<file path="src/rtl/solver_pkg.sv">
// Shared widths and FSM state encoding for the solver dispatcher.
package solver_pkg;

    localparam int unsigned X_W = 8;
    localparam int unsigned D_W = 16;

    typedef enum logic [1:0] {
        StIdle,
        StIssue,
        StWait,
        StHold
    } state_e;

endpackage

</file>
<file path="src/rtl/dispatch_fifo.sv">
// Operand FIFO for the solver dispatcher; DEPTH must be a power of two so the
// pointers wrap naturally.
module dispatch_fifo #(
    parameter int unsigned DEPTH = 4,
    parameter int unsigned WIDTH = 8
) (
    input  logic                       clk,
    input  logic                       rst,
    input  logic                       push,
    input  logic                       pop,
    input  logic [WIDTH-1:0]           wdata,
    output logic [WIDTH-1:0]           rdata,
    output logic                       full,
    output logic                       empty,
    output logic [$clog2(DEPTH+1)-1:0] count
);

    localparam int unsigned AW = $clog2(DEPTH);
    localparam int unsigned CW = $clog2(DEPTH + 1);

    logic [WIDTH-1:0] mem_q [DEPTH];
    logic [AW-1:0]    wr_ptr_q, rd_ptr_q;
    logic [CW-1:0]    count_q;
    logic             do_push, do_pop;

    // A push is refused when full, even if a pop frees a slot this cycle.
    assign do_push = push && !full;
    assign do_pop  = pop && !empty;

    always_ff @(posedge clk or negedge rst) begin
        if (!rst) begin
            wr_ptr_q <= '0;
            rd_ptr_q <= '0;
            count_q  <= '0;
            for (int i = 0; i < int'(DEPTH); i++) begin
                mem_q[i] <= '0;
            end
        end else begin
            if (do_push) begin
                mem_q[wr_ptr_q] <= wdata;
                wr_ptr_q        <= wr_ptr_q + AW'(1);
            end
            if (do_pop) begin
                rd_ptr_q <= rd_ptr_q + AW'(1);
            end
            case ({do_push, do_pop})
                2'b10:   count_q <= count_q + CW'(1);
                2'b01:   count_q <= count_q - CW'(1);
                default: count_q <= count_q;
            endcase
        end
    end

    assign rdata = mem_q[rd_ptr_q];
    assign full  = (count_q == CW'(DEPTH));
    assign empty = (count_q == '0);
    assign count = count_q;

endmodule

</file>
<file path="src/rtl/solver_dispatcher.sv">
// Queues X operands and issues them one at a time to an expression solver.
// Define DISPATCH_TIMEOUT_EN to abort a WAIT that exceeds TIMEOUT cycles.
module solver_dispatcher
    import solver_pkg::*;
#(
    parameter int unsigned DEPTH   = 4,
    parameter int unsigned TIMEOUT = 64
) (
    input  logic                       clk,
    input  logic                       rst,
    input  logic                       in_valid,
    output logic                       in_ready,
    input  logic [X_W-1:0]             in_x,
    input  logic                       coef_load,
    input  logic [D_W-1:0]             coef_a,
    input  logic [D_W-1:0]             coef_b,
    input  logic [D_W-1:0]             coef_c,
    output logic                       sol_start,
    output logic [X_W-1:0]             sol_x,
    output logic [D_W-1:0]             sol_a,
    output logic [D_W-1:0]             sol_b,
    output logic [D_W-1:0]             sol_c,
    input  logic [D_W-1:0]             sol_result,
    input  logic                       sol_zero,
    input  logic                       sol_overflow,
    input  logic                       sol_completed,
    output logic                       out_valid,
    input  logic                       out_ready,
    output logic [D_W-1:0]             out_result,
    output logic [X_W-1:0]             out_x,
    output logic                       out_zero,
    output logic                       out_overflow,
    output logic [$clog2(DEPTH+1)-1:0] fifo_count,
    output logic                       busy
`ifdef DISPATCH_TIMEOUT_EN
    ,
    output logic                       timeout_err
`endif
);

    state_e         state_q, state_d;
    logic [D_W-1:0] coef_a_q, coef_b_q, coef_c_q;
    logic [X_W-1:0] sol_x_q, out_x_q, fifo_rdata;
    logic [D_W-1:0] sol_a_q, sol_b_q, sol_c_q, out_result_q;
    logic           out_valid_q, out_zero_q, out_overflow_q;
    logic           fifo_full, fifo_empty, pop, capture, abort, handshake;

    dispatch_fifo #(
        .DEPTH (DEPTH),
        .WIDTH (X_W)
    ) u_fifo (
        .clk   (clk),
        .rst   (rst),
        .push  (in_valid),
        .pop   (pop),
        .wdata (in_x),
        .rdata (fifo_rdata),
        .full  (fifo_full),
        .empty (fifo_empty),
        .count (fifo_count)
    );

`ifdef DISPATCH_TIMEOUT_EN
    localparam int unsigned CNT_W = $clog2(TIMEOUT + 1);
    logic [CNT_W-1:0] wait_cnt_q;
    logic             timeout_err_q;
    logic             timed_out;

    assign timed_out = (wait_cnt_q == CNT_W'(TIMEOUT - 1));
`endif

    assign pop       = (state_q == StIdle) && !fifo_empty;
    assign handshake = out_valid_q && out_ready;

    always_comb begin
        state_d = state_q;
        capture = 1'b0;
        abort   = 1'b0;
        unique case (state_q)
            StIdle:  if (!fifo_empty) state_d = StIssue;
            StIssue: state_d = StWait;
            StWait: begin
                if (sol_completed) begin
                    capture = 1'b1;
                    state_d = StHold;
`ifdef DISPATCH_TIMEOUT_EN
                end else if (timed_out) begin
                    abort   = 1'b1;
                    state_d = StHold;
`endif
                end
            end
            StHold:  if (handshake) state_d = StIdle;
            default: state_d = StIdle;
        endcase
    end

    always_ff @(posedge clk or negedge rst) begin
        if (!rst) begin
            state_q        <= StIdle;
            coef_a_q       <= '0;
            coef_b_q       <= '0;
            coef_c_q       <= '0;
            sol_x_q        <= '0;
            sol_a_q        <= '0;
            sol_b_q        <= '0;
            sol_c_q        <= '0;
            out_result_q   <= '0;
            out_x_q        <= '0;
            out_zero_q     <= 1'b0;
            out_overflow_q <= 1'b0;
            out_valid_q    <= 1'b0;
        end else begin
            state_q     <= state_d;
            out_valid_q <= (state_d == StHold);
            if (coef_load && (state_q == StIdle)) begin
                coef_a_q <= coef_a;
                coef_b_q <= coef_b;
                coef_c_q <= coef_c;
            end
            if (pop) begin
                sol_x_q <= fifo_rdata;
                sol_a_q <= coef_a_q;
                sol_b_q <= coef_b_q;
                sol_c_q <= coef_c_q;
            end
            if (capture) begin
                out_result_q   <= sol_result;
                out_zero_q     <= sol_zero;
                out_overflow_q <= sol_overflow;
                out_x_q        <= sol_x_q;
            end else if (abort) begin
                out_result_q   <= '0;
                out_zero_q     <= 1'b0;
                out_overflow_q <= 1'b1;
                out_x_q        <= sol_x_q;
            end
        end
    end

`ifdef DISPATCH_TIMEOUT_EN
    always_ff @(posedge clk or negedge rst) begin
        if (!rst) begin
            wait_cnt_q    <= '0;
            timeout_err_q <= 1'b0;
        end else begin
            wait_cnt_q <= (state_q == StWait) ? wait_cnt_q + CNT_W'(1) : '0;
            if (abort) begin
                timeout_err_q <= 1'b1;
            end else if (handshake) begin
                timeout_err_q <= 1'b0;
            end
        end
    end

    assign timeout_err = timeout_err_q;
`endif

    assign in_ready     = !fifo_full;
    assign sol_start    = (state_q == StIssue);
    assign busy         = (state_q != StIdle);
    assign sol_x        = sol_x_q;
    assign sol_a        = sol_a_q;
    assign sol_b        = sol_b_q;
    assign sol_c        = sol_c_q;
    assign out_valid    = out_valid_q;
    assign out_result   = out_result_q;
    assign out_x        = out_x_q;
    assign out_zero     = out_zero_q;
    assign out_overflow = out_overflow_q;

endmodule

</file>
<file path="config.mk">
export PLATFORM = sky130hd
export DESIGN_NAME = solver_dispatcher
export DESIGN_NICKNAME = d
export VERILOG_FILES = /design/src/rtl/solver_pkg.sv /design/src/rtl/dispatch_fifo.sv /design/src/rtl/solver_dispatcher.sv
export SDC_FILE = /design/constraint.sdc
export NUM_CORES = 1
export LEC_CHECK = 0
export BUFFER_PORTS_ARGS = -buffer_cell sky130_fd_sc_hd__buf_2
export CORE_ASPECT_RATIO = 0.5
export CORE_MARGIN = 5
export CORE_UTILIZATION = 50
export DETAILED_ROUTE_END_ITERATION = 16
export HOLD_SLACK_MARGIN = 0.06
export PLACE_DENSITY_LB_ADDON = 0.12
export SYNTH_ARGS = -nofsm -noshare
export SYNTH_HDL_FRONTEND = slang
export SYNTH_SLANG_ARGS = --single-unit
</file>
<file path="constraint.sdc">
create_clock -name clk -period 4.4 [get_ports clk]
set_input_delay 0.44 -clock clk [delete_from_list [all_inputs] [get_ports clk]]
set_output_delay 0.44 -clock clk [all_outputs]
set_load 0.1 [all_outputs]
</file>
==> metrics.txt <==
EDFF count, synth=0; Setup TNS Final=0 ns; most frequent cell after synthesis=sky130_fd_sc_hd__dfrtp_1; area of the placeable core=13360 um2; Crit. End Element=flop; DRC violation total after the first TritonRoute iteration=179; largest net degree at the start of global routing=110; router iterations before antenna repair=4; Worst-path clk slew=0.07 ns; number of antenna violations at the first check in global routing=0; die span in x=174.2 um; Final setup violation count=0; Worst Setup Start Kind=flop; cell at the root of the clock tree=sky130_fd_sc_hd__clkbuf_16; most frequent cells after synthesis=sky130_fd_sc_hd__dfrtp_1 (172), sky130_fd_sc_hd__mux2_2 (156), sky130_fd_sc_hd__buf_2 (10); Cell variety after synth=27; endpoint required time on the critical path=4.68 ns; post-CTS setup buffer count=0; row cnt=30; fraction of layout instances using a drive strength above 1=65.92%; sink count of the clock tree=172; vias in the first global route=4210; net count after synthesis=480; async set-reset flop share out of synthesis=100.0%; CTS Buffer Depth=2; post-detailed-placement half-perimeter wirelength=9.002 mm; post-synthesis sequential area ratio=63.86%; maximum net fanout on the critical path=38; final antenna-violating net count=0; Post-Synthesis Mean Instance Area=17.11 um2; layout overhead on the synthesized area=23.46%; final worst-path cycle share=54.40%; number of buffers inserted during clock tree synthesis=17; kind of cell adding the most delay to the critical path=compound AO/OA/AOI/OAI gates; global route overflow=0; # IOs=169; # DRC=0; Total Die Area=16040 um2; Final Hold Viols=0; cells resized by post-CTS repair=0; flop and latch count out of synthesis=172; global-route total usage across every layer=17.39%; number of levels in the clock H-tree=4; diode count=0; wire length of the first global-routing pass=22.05 mm; number of nets in the final layout=655; RSZ-0062 raised after global routing=no; main flop type after synthesis=sky130_fd_sc_hd__dfrtp_1; Min Clock Period, post-route=2.394 ns; delay of the slowest cell on the worst path=0.59 ns; post-detailed-routing wire length=13.26 mm; post-synthesis cell type with the largest combined area=sky130_fd_sc_hd__dfrtp_1; cell types occupying the most area after synthesis=sky130_fd_sc_hd__dfrtp_1 (64%), sky130_fd_sc_hd__mux2_2 (26%), sky130_fd_sc_hd__mux4_2 (2.7%), sky130_fd_sc_hd__mux2_4 (1.8%), sky130_fd_sc_hd__ha_1 (0.93%); run status=finished clean; worst-path cell chain=nor2_1 -> o31a_2 -> buf_4 -> mux2_2; warnings from Yosys=0; clock tree skew after final layout=0.01143 ns; gp weighted congestion=0.7175; worst-skew pair later-pin latency=0.41 ns; average wire length per cell after detail routing=17.51 um; overall die height=92.10 um; DR vias=3827; count of maximum capacitance violations=0; Least-Margin Pin Slew=0.9882 ns; type of the worst min-delay path=primary input to asynchronous set/reset pin; CTS tree=built; number of standard cells after synthesis=394; post-synth top area share=63.86%; post-synthesis instance area=6740 um2; total count of max-transition violations in the final report=0; relative max-transition margin=34.12%; worst setup path class=flop to flop; Initial Util=50.44%; Slowest cell on crit path=sky130_fd_sc_hd__o31a_2; buffering stage count on the worst path with inverters included=1; ratio of routed vias to standard cells=5.055; arrival time at the worst endpoint=2.68 ns; quantity of hold-fixing buffers added after cts=0; Fmax achieved=417.8 MHz; Buffers on Ports=168
layer usage:
layer	wire [um]	global-route usage [%]
met5	0	0
met4	87	4.937
met3	501	4.407
met2	6710	28.50
met1	5955	23.25
worst paths after layout:
check | slack, ns | startpoint | end | cells past startpoint
setup / recovery | 2.01 | state_q[1] | sol_c[9] | 4
hold / removal | 0.14 | rst | out_x[6] | 1
setup reg to reg | 2.01 | state_q[1] | sol_c[9] | 4
hold reg to reg | 0.50 | coef_a_q[8] | sol_a[8] | 1
max in group asynchronous | 3.18 | rst | sol_b[5] | 2
min in group clk | 0.26 | sol_result[13] | out_result[13] | 2
final cells by class:
cell class / instances / area, um2
Tap cell: 176 / 220.2
Sequential cell: 172 / 4304
Clock inverter: 13 / 141.4
Timing Repair Buffer: 173 / 884.6
Fill cell: 1048 / 5041
Multi-Input combinational cell: 202 / 2321
Inverter: 3 / 11.26
Clock buffer: 18 / 439.2
registers in the layout, indices dropped and copies added (netlist names):
name,count
state_q,2
coef_c_q,16
sol_x,8
sol_a,16
out_result,16
sol_b,16
u_fifo.count,3
coef_a_q,16
u_fifo.rd_ptr_q,2
u_fifo.mem_q,32
out_zero,1
out_valid,1
coef_b_q,16
sol_c,16
out_overflow,1
u_fifo.wr_ptr_q,2
out_x,8
kinds of logic after synthesis:
kind of cell | synth area share [%]
compound gates | 0.4268
xor+xnor | 0.7798
fa+ha+maj | 1.225
buf+inv | 1.745
flops | 63.86
mux | 30.52
simple gates | 1.448
stage by stage:
stage	area, um2	hold WS, ns	util (%)	setup slack, ns	cells
floorplan	6740	0.1444	-	1.684	394
global placement	7741	0.4812	57.93	2.054	726
detailed placement	7741	0.4857	57.93	1.957	726
CTS	8322	0.2050	62.28	1.948	757
global route	8322	0.2369	62.28	1.799	757
finish	8322	0.1423	62.28	2.006	757
worst register-to-register path, stage by stage, from the launching register on:
cell                      delay, ns
sky130_fd_sc_hd__dfrtp_1       0.41
sky130_fd_sc_hd__nor2_1        0.28
sky130_fd_sc_hd__o31a_2        0.59
sky130_fd_sc_hd__buf_4         0.58
sky130_fd_sc_hd__mux2_2        0.42
cell usage in the layout, fill, tap and decap left out, drive strengths merged:
master    count
buf         173
dfrtp       172
mux2        164
clkbuf       18
mux4          8
inv           7
ha            5
clkinv        4
nor2          3
nand3         3
xnor2         3
xor2          3
clkinvlp      3
bufinv        2
and3          2
o31a          1
nor2b         1
a21oi         1
o21ai         1
or2           1
or3b          1
nand2         1
and2          1
nand3b        1
o311a         1
fa            1
Power is left out: the tool's default activity adds up to more than one toggle a clock period on the data nets, which glitch-free logic cannot reach.
